`src/rtl/atanh_pkg.sv`:
```
// Shared definitions for the iterative atanh unit: default sizes, FSM
// encoding and the 1/(2k+1) reciprocal table used by the series terms.
package atanh_pkg;

  localparam int W      = 16;
  localparam int NTERMS = 6;

  typedef enum logic [2:0] {
    IDLE,
    SQR,
    TERM,
    POW,
    DONE
  } state_t;

  // round(2^16/(2k+1)); k=0 would be 2^16, clamped to the largest Q0.16 value
  function automatic logic [15:0] recip(input logic [2:0] k);
    case (k)
      3'd0:    recip = 16'hFFFF;
      3'd1:    recip = 16'h5555;
      3'd2:    recip = 16'h3333;
      3'd3:    recip = 16'h2492;
      3'd4:    recip = 16'h1C72;
      3'd5:    recip = 16'h1746;
      3'd6:    recip = 16'h13B1;
      default: recip = 16'h1111;
    endcase
  endfunction

endpackage

```
`src/rtl/atanh_mul16.sv`:
```
// Combinational unsigned W x W multiply keeping only the upper W bits
// (Q0.W x Q0.W -> Q0.W, truncated).
module atanh_mul16 #(
  parameter int W = 16
) (
  input  logic [W-1:0] a,
  input  logic [W-1:0] b,
  output logic [W-1:0] p
);

  logic [2*W-1:0] full;

  assign full = a * b;
  assign p    = full[2*W-1:W];

endmodule

```
`src/rtl/atanhcal.sv`:
```
// Iterative fixed-point atanh(x) = sum x^(2k+1)/(2k+1), one state per clock,
// sharing a single multiplier across squaring, power and reciprocal steps.
module atanhcal
  import atanh_pkg::*;
#(
  parameter int W      = atanh_pkg::W,
  parameter int NTERMS = atanh_pkg::NTERMS
) (
  input  logic         clk,
  input  logic         rst,
  input  logic         start,
  input  logic [W-1:0] Xbus,
  output logic         ready,
  output logic [W-1:0] Rbus
);

  state_t         state, state_nxt;
  logic [W-1:0]   x, x2, pow;
  logic [W:0]     acc;
  logic [2:0]     k;
  logic [W-1:0]   mul_a, mul_b, mul_p;
  logic [W+1:0]   sum;
  logic           last_term;

  assign last_term = (k == 3'(NTERMS - 1));

  // NOTE: every variable assigned in always_comb gets a default first;
  // otherwise a path that skips the assignment would infer a latch.
  always_comb begin
    mul_a     = '0;
    mul_b     = '0;
    state_nxt = state;
    case (state)
      IDLE: if (start) state_nxt = SQR;
      SQR: begin
        mul_a     = x;
        mul_b     = x;
        state_nxt = TERM;
      end
      TERM: begin
        mul_a     = pow;
        mul_b     = W'(recip(k));
        state_nxt = last_term ? DONE : POW;
      end
      POW: begin
        mul_a     = pow;
        mul_b     = x2;
        state_nxt = TERM;
      end
      DONE:    state_nxt = IDLE;
      default: state_nxt = IDLE;
    endcase
  end

  atanh_mul16 #(.W(W)) u_mul (
    .a (mul_a),
    .b (mul_b),
    .p (mul_p)
  );

  // A saturated acc (bit W set) always carries again, so it stays pinned.
  assign sum = {1'b0, acc} + {2'b00, mul_p};

  // NOTE: sequential state uses non-blocking assignments so every register
  // samples the pre-edge values, independent of statement order.
  always_ff @(posedge clk or negedge rst) begin
    if (!rst) begin
      state <= IDLE;
      ready <= 1'b1;
      Rbus  <= '0;
      x     <= '0;
      x2    <= '0;
      pow   <= '0;
      acc   <= '0;
      k     <= '0;
    end else begin
      state <= state_nxt;
      case (state)
        IDLE: if (start) begin
          x     <= Xbus;
          ready <= 1'b0;
        end
        SQR: begin
          x2  <= mul_p;
          pow <= x;
          acc <= '0;
          k   <= '0;
        end
        TERM: begin
          acc <= (sum[W+1:W] != 2'b00) ? '1 : sum[W:0];
          if (!last_term) k <= k + 3'd1;
        end
        POW:  pow <= mul_p;
        DONE: begin
          Rbus  <= acc[W-1:0];
          ready <= 1'b1;
        end
        default: ;
      endcase
    end
  end

endmodule

```
`config.mk`:
```
export PLATFORM = sky130hd
export DESIGN_NAME = atanhcal
export DESIGN_NICKNAME = d
export VERILOG_FILES = /design/src/rtl/atanh_pkg.sv /design/src/rtl/atanh_mul16.sv /design/src/rtl/atanhcal.sv
export SDC_FILE = /design/constraint.sdc
export NUM_CORES = 1
export LEC_CHECK = 0
export CAP_MARGIN = 15
export CORE_ASPECT_RATIO = 1.4
export CORE_MARGIN = 2
export CORE_UTILIZATION = 25
export DETAILED_ROUTE_END_ITERATION = 10
export GPL_TIMING_DRIVEN = 0
export SLEW_MARGIN = 20
export SYNTH_ARGS = -nofsm -noshare
export SYNTH_HDL_FRONTEND = slang
export SYNTH_SLANG_ARGS = --single-unit
export TNS_END_PERCENT = 5
```
`constraint.sdc`:
```
create_clock -name clk -period 11.13 [get_ports clk]
set_input_delay 1.6695 -clock clk [delete_from_list [all_inputs] [get_ports clk]]
set_output_delay 1.6695 -clock clk [all_outputs]
set_load 0.01 [all_outputs]
```
==> key figures <==
STA
  – FMAX: 93.8 MHz
  – Worst-margin pin slew: 1040 ps
  – Min Hold Slack: ~480 ps
  – Final hold vios: 0
  – Fin crit share: between 90% and 100%
  – Minimum clock period: 10660 ps
  – RSZ-0062 raised after global routing: no
  – Final setup viols: 0
  – Fin Clk Skew: 10.8 ps
  – Rel. slew slack: 30.3%
  – Slew Limit Fails: 0

Hold path
  – Hold Crit Class: flop to flop

Cells and area
  – Antenna diode count: 0
  – Area grow syn2layout: 13.1%
  – Layout cells sized above 1: 7.47%
  – Final instance area: 0.0148 mm²
  – Finished Layout Cells: 2195
  – Nets: 1874
  – Util after Layout: 28.5%

Synth
  – Prevailing post-synth register cell: dfrtp_1
  – Synth warn: 0
  – Area contributors post-synth: fa_1, dfrtp_1, ha_1
  – Post-synthesis sequential area ratio: between 10% and 20%
  – Yosys top cell by area: fa_1
  – Post-synthesis async set-or-reset flop share: 100%
  – Mean area per synthesized cell: approximately 8.8 µm²
  – Post-Synthesis Cell Area: 0.0131 mm²
  – Unique masters post-synth: 65
  – Synth Register Bits: 88
  – Synthesized Nets: between 1.5k and 2k
  – Cells after Synth: 1484
  – Post-synth EDFFs: 0
  – Synth top area share: between 20% and 30%

Route
  – Top layer used by detailed routing: met4
  – Metal-1 WL: approximately 14 mm
  – Routed wl met3: 2.03 mm
  – DRC viols: 0
  – Iteration-0 DRC Markers: 644
  – Routed WL per cell: ~18 µm
  – Drt total wl: about 40 mm
  – Met2 wire len: 20.6 mm
  – Routed Antenna Nets: 0
  – Vias per inst: about 5
  – Vias: between 10k and 15k
  – Drt first pass iters: 7

Setup path
  – Crit path max fanout: 10
  – Critical Path RT: 11330 ps
  – Startpoint Class: flop
  – CP max stage cell: fa_1
  – WP data arrival: 10860 ps
  – Max incr delay on CP: 570 ps
  – WS Path Type: flop to flop
  – Worst setup EP type: flop
  – CP most frequent cell: fa_1

Placement
  – DP Cell Count: 2181
  – Detailed Place HPWL: between 30 and 40 mm
  – Port Buffers: 35
  – Dpl cell area: between 0.01 and 0.015 mm²
  – Final weighted congestion in routability-driven placement: slightly below 1

Clock network
  – CTS clock-pin slew for the worst setup and hold paths: 70 ps
  – Clk_lat worst skew: 350 ps
  – H-tree depth: 3
  – CTS tree: done
  – Clk sinks: 88
  – Root buffer cell: clkbuf_16
  – Hold buffers post-CTS: 0
  – Clock Tree Buf Depth: 2
  – Total CTS buffers: 9

Floorplanning
  – Die Area: 0.0543 mm²
  – Die Span Y: 275 µm
  – Die width: 198 µm
  – Number of cell rows: 99
  – Total core area: around 0.052 mm²
  – Top Ports: 36
  – Initial Utilization: 25.2%

Global routing
  – Total track usage: 15.1%
  – Initial antenna violation count: 0
  – Vias in the first global route: approximately 12k
  – First-pass GRT wire length: between 60 and 70 mm
  – GRT overflow: 0
  – Pin count of the biggest net entering global routing: 75

Outcome
  – Status: finished clean

Job
  – Max-capacitance violation count: 0
[routing by layer]
layer	GRT usage (%)	vias to the layer above
li1	-	4853
met1	16.1	5326
met2	28.0	368
met3	1.72	137
met4	10.4	0
met5	0	-
[per-stage QoR]
step	TNS, ps	worst slack, ps
after global routing	0	29.1
final	0	469
after floorplan	0	1570
after global placement	-13360	-943
after detailed placement	-12830	-915
after CTS	0	16.5
[critical path: cells and delay by family (launching register included)]
family | cells | cell delay [ps]
xor+xnor | 1 | 290
simple gates | 8 | 1860
compound gates | 11 | 2720
fa+ha+maj | 9 | 4020
buf+inv | 8 | 1230
flops | 1 | 380
[worst paths after layout]
kind | from | slack, ps | endpoint | cells past startpoint
worst max-delay path | k[2]$_DFFE_PN0P_ | 470 | acc[8]$_DFFE_PN0P_ | 37
worst min-delay path | x2[10]$_DFFE_PN0P_ | 480 | x2[10]$_DFFE_PN0P_ | 2
worst min register to register | x2[10]$_DFFE_PN0P_ | 480 | x2[10]$_DFFE_PN0P_ | 2
max in group asynchronous | rst | 9380 | pow[2]$_DFFE_PN0N_ | 2
min in group asynchronous | rst | 1140 | Rbus[11]$_DFFE_PN0P_ | 1
worst max register to register | k[2]$_DFFE_PN0P_ | 470 | acc[8]$_DFFE_PN0P_ | 37
[Yosys cell counts (8+ instances only)]
cell type / count
o21a_1: 8
fa_1: 194
mux2_2: 38
nand3_1: 12
nand2b_1: 9
or2_2: 11
inv_1: 254
a21oi_1: 66
and2_1: 11
clkbuf_1: 56
nor3_1: 8
o21bai_1: 8
a22oi_1: 19
dfrtp_1: 87
xnor2_1: 14
nand2_1: 203
a31oi_1: 17
o21ai_0: 34
a22o_1: 15
mux2i_1: 14
xor2_1: 14
nor2_1: 157
ha_1: 127
a21o_1: 20
[final cells by class]
cell class              instances  area (µm²)
fillers                      5510       37200
multi-input cells            1077        9840
flip-flops and latches         88        2200
inverters                     254         953
well taps                     656         821
repair buffers                 45         455
plain buffers                  59         235
clock buffers                  10         229
clock inverters                 6        90.1
[flip-flops by register name (all words and copies together), names as in the netlist]
register	cells
x2	16
x	16
Rbus	16
pow	16
k	3
acc	17
ready	1
state	3
[layout by cell type, fill, tap and decap left out, drive strengths merged, types with 14 or more instances in the layout]
| cell type | count |
|---|---|
| a21o | 20 |
| inv | 256 |
| o21ai | 39 |
| buf | 20 |
| a22o | 15 |
| nand2 | 203 |
| xnor2 | 14 |
| mux2i | 14 |
| xor2 | 14 |
| fa | 194 |
| a31oi | 18 |
| ha | 127 |
| mux2 | 38 |
| a22oi | 19 |
| clkbuf | 60 |
| dfrtp | 87 |
| clkdlybuf4s50 | 34 |
| a21oi | 66 |
| nor2 | 157 |
[kinds of logic (layout without fill, tap and decap cells)]
kind of cell | after synthesis | count (layout) | synth area share [%]
compound gates | 236 | 236 | 12.0
xor+xnor | 28 | 28 | 1.87
fa+ha+maj | 321 | 321 | 41.7
buf+inv | 319 | 374 | 9.16
flops | 88 | 88 | 16.8
mux | 52 | 52 | 4.33
simple gates | 440 | 440 | 14.1
[what timing repair did]
| action | 4_1_cts | 5_1_grt |
|---|---|---|
| endpoints found under the setup margin | 17 | 17 |
| buffers inserted | 2 | 2 |
| pin swaps | 2 | 2 |
| resized for setup | 14 | 24 |
Power is left out: the tool's default activity adds up to more than one toggle a clock period on the data nets, which glitch-free logic cannot reach.
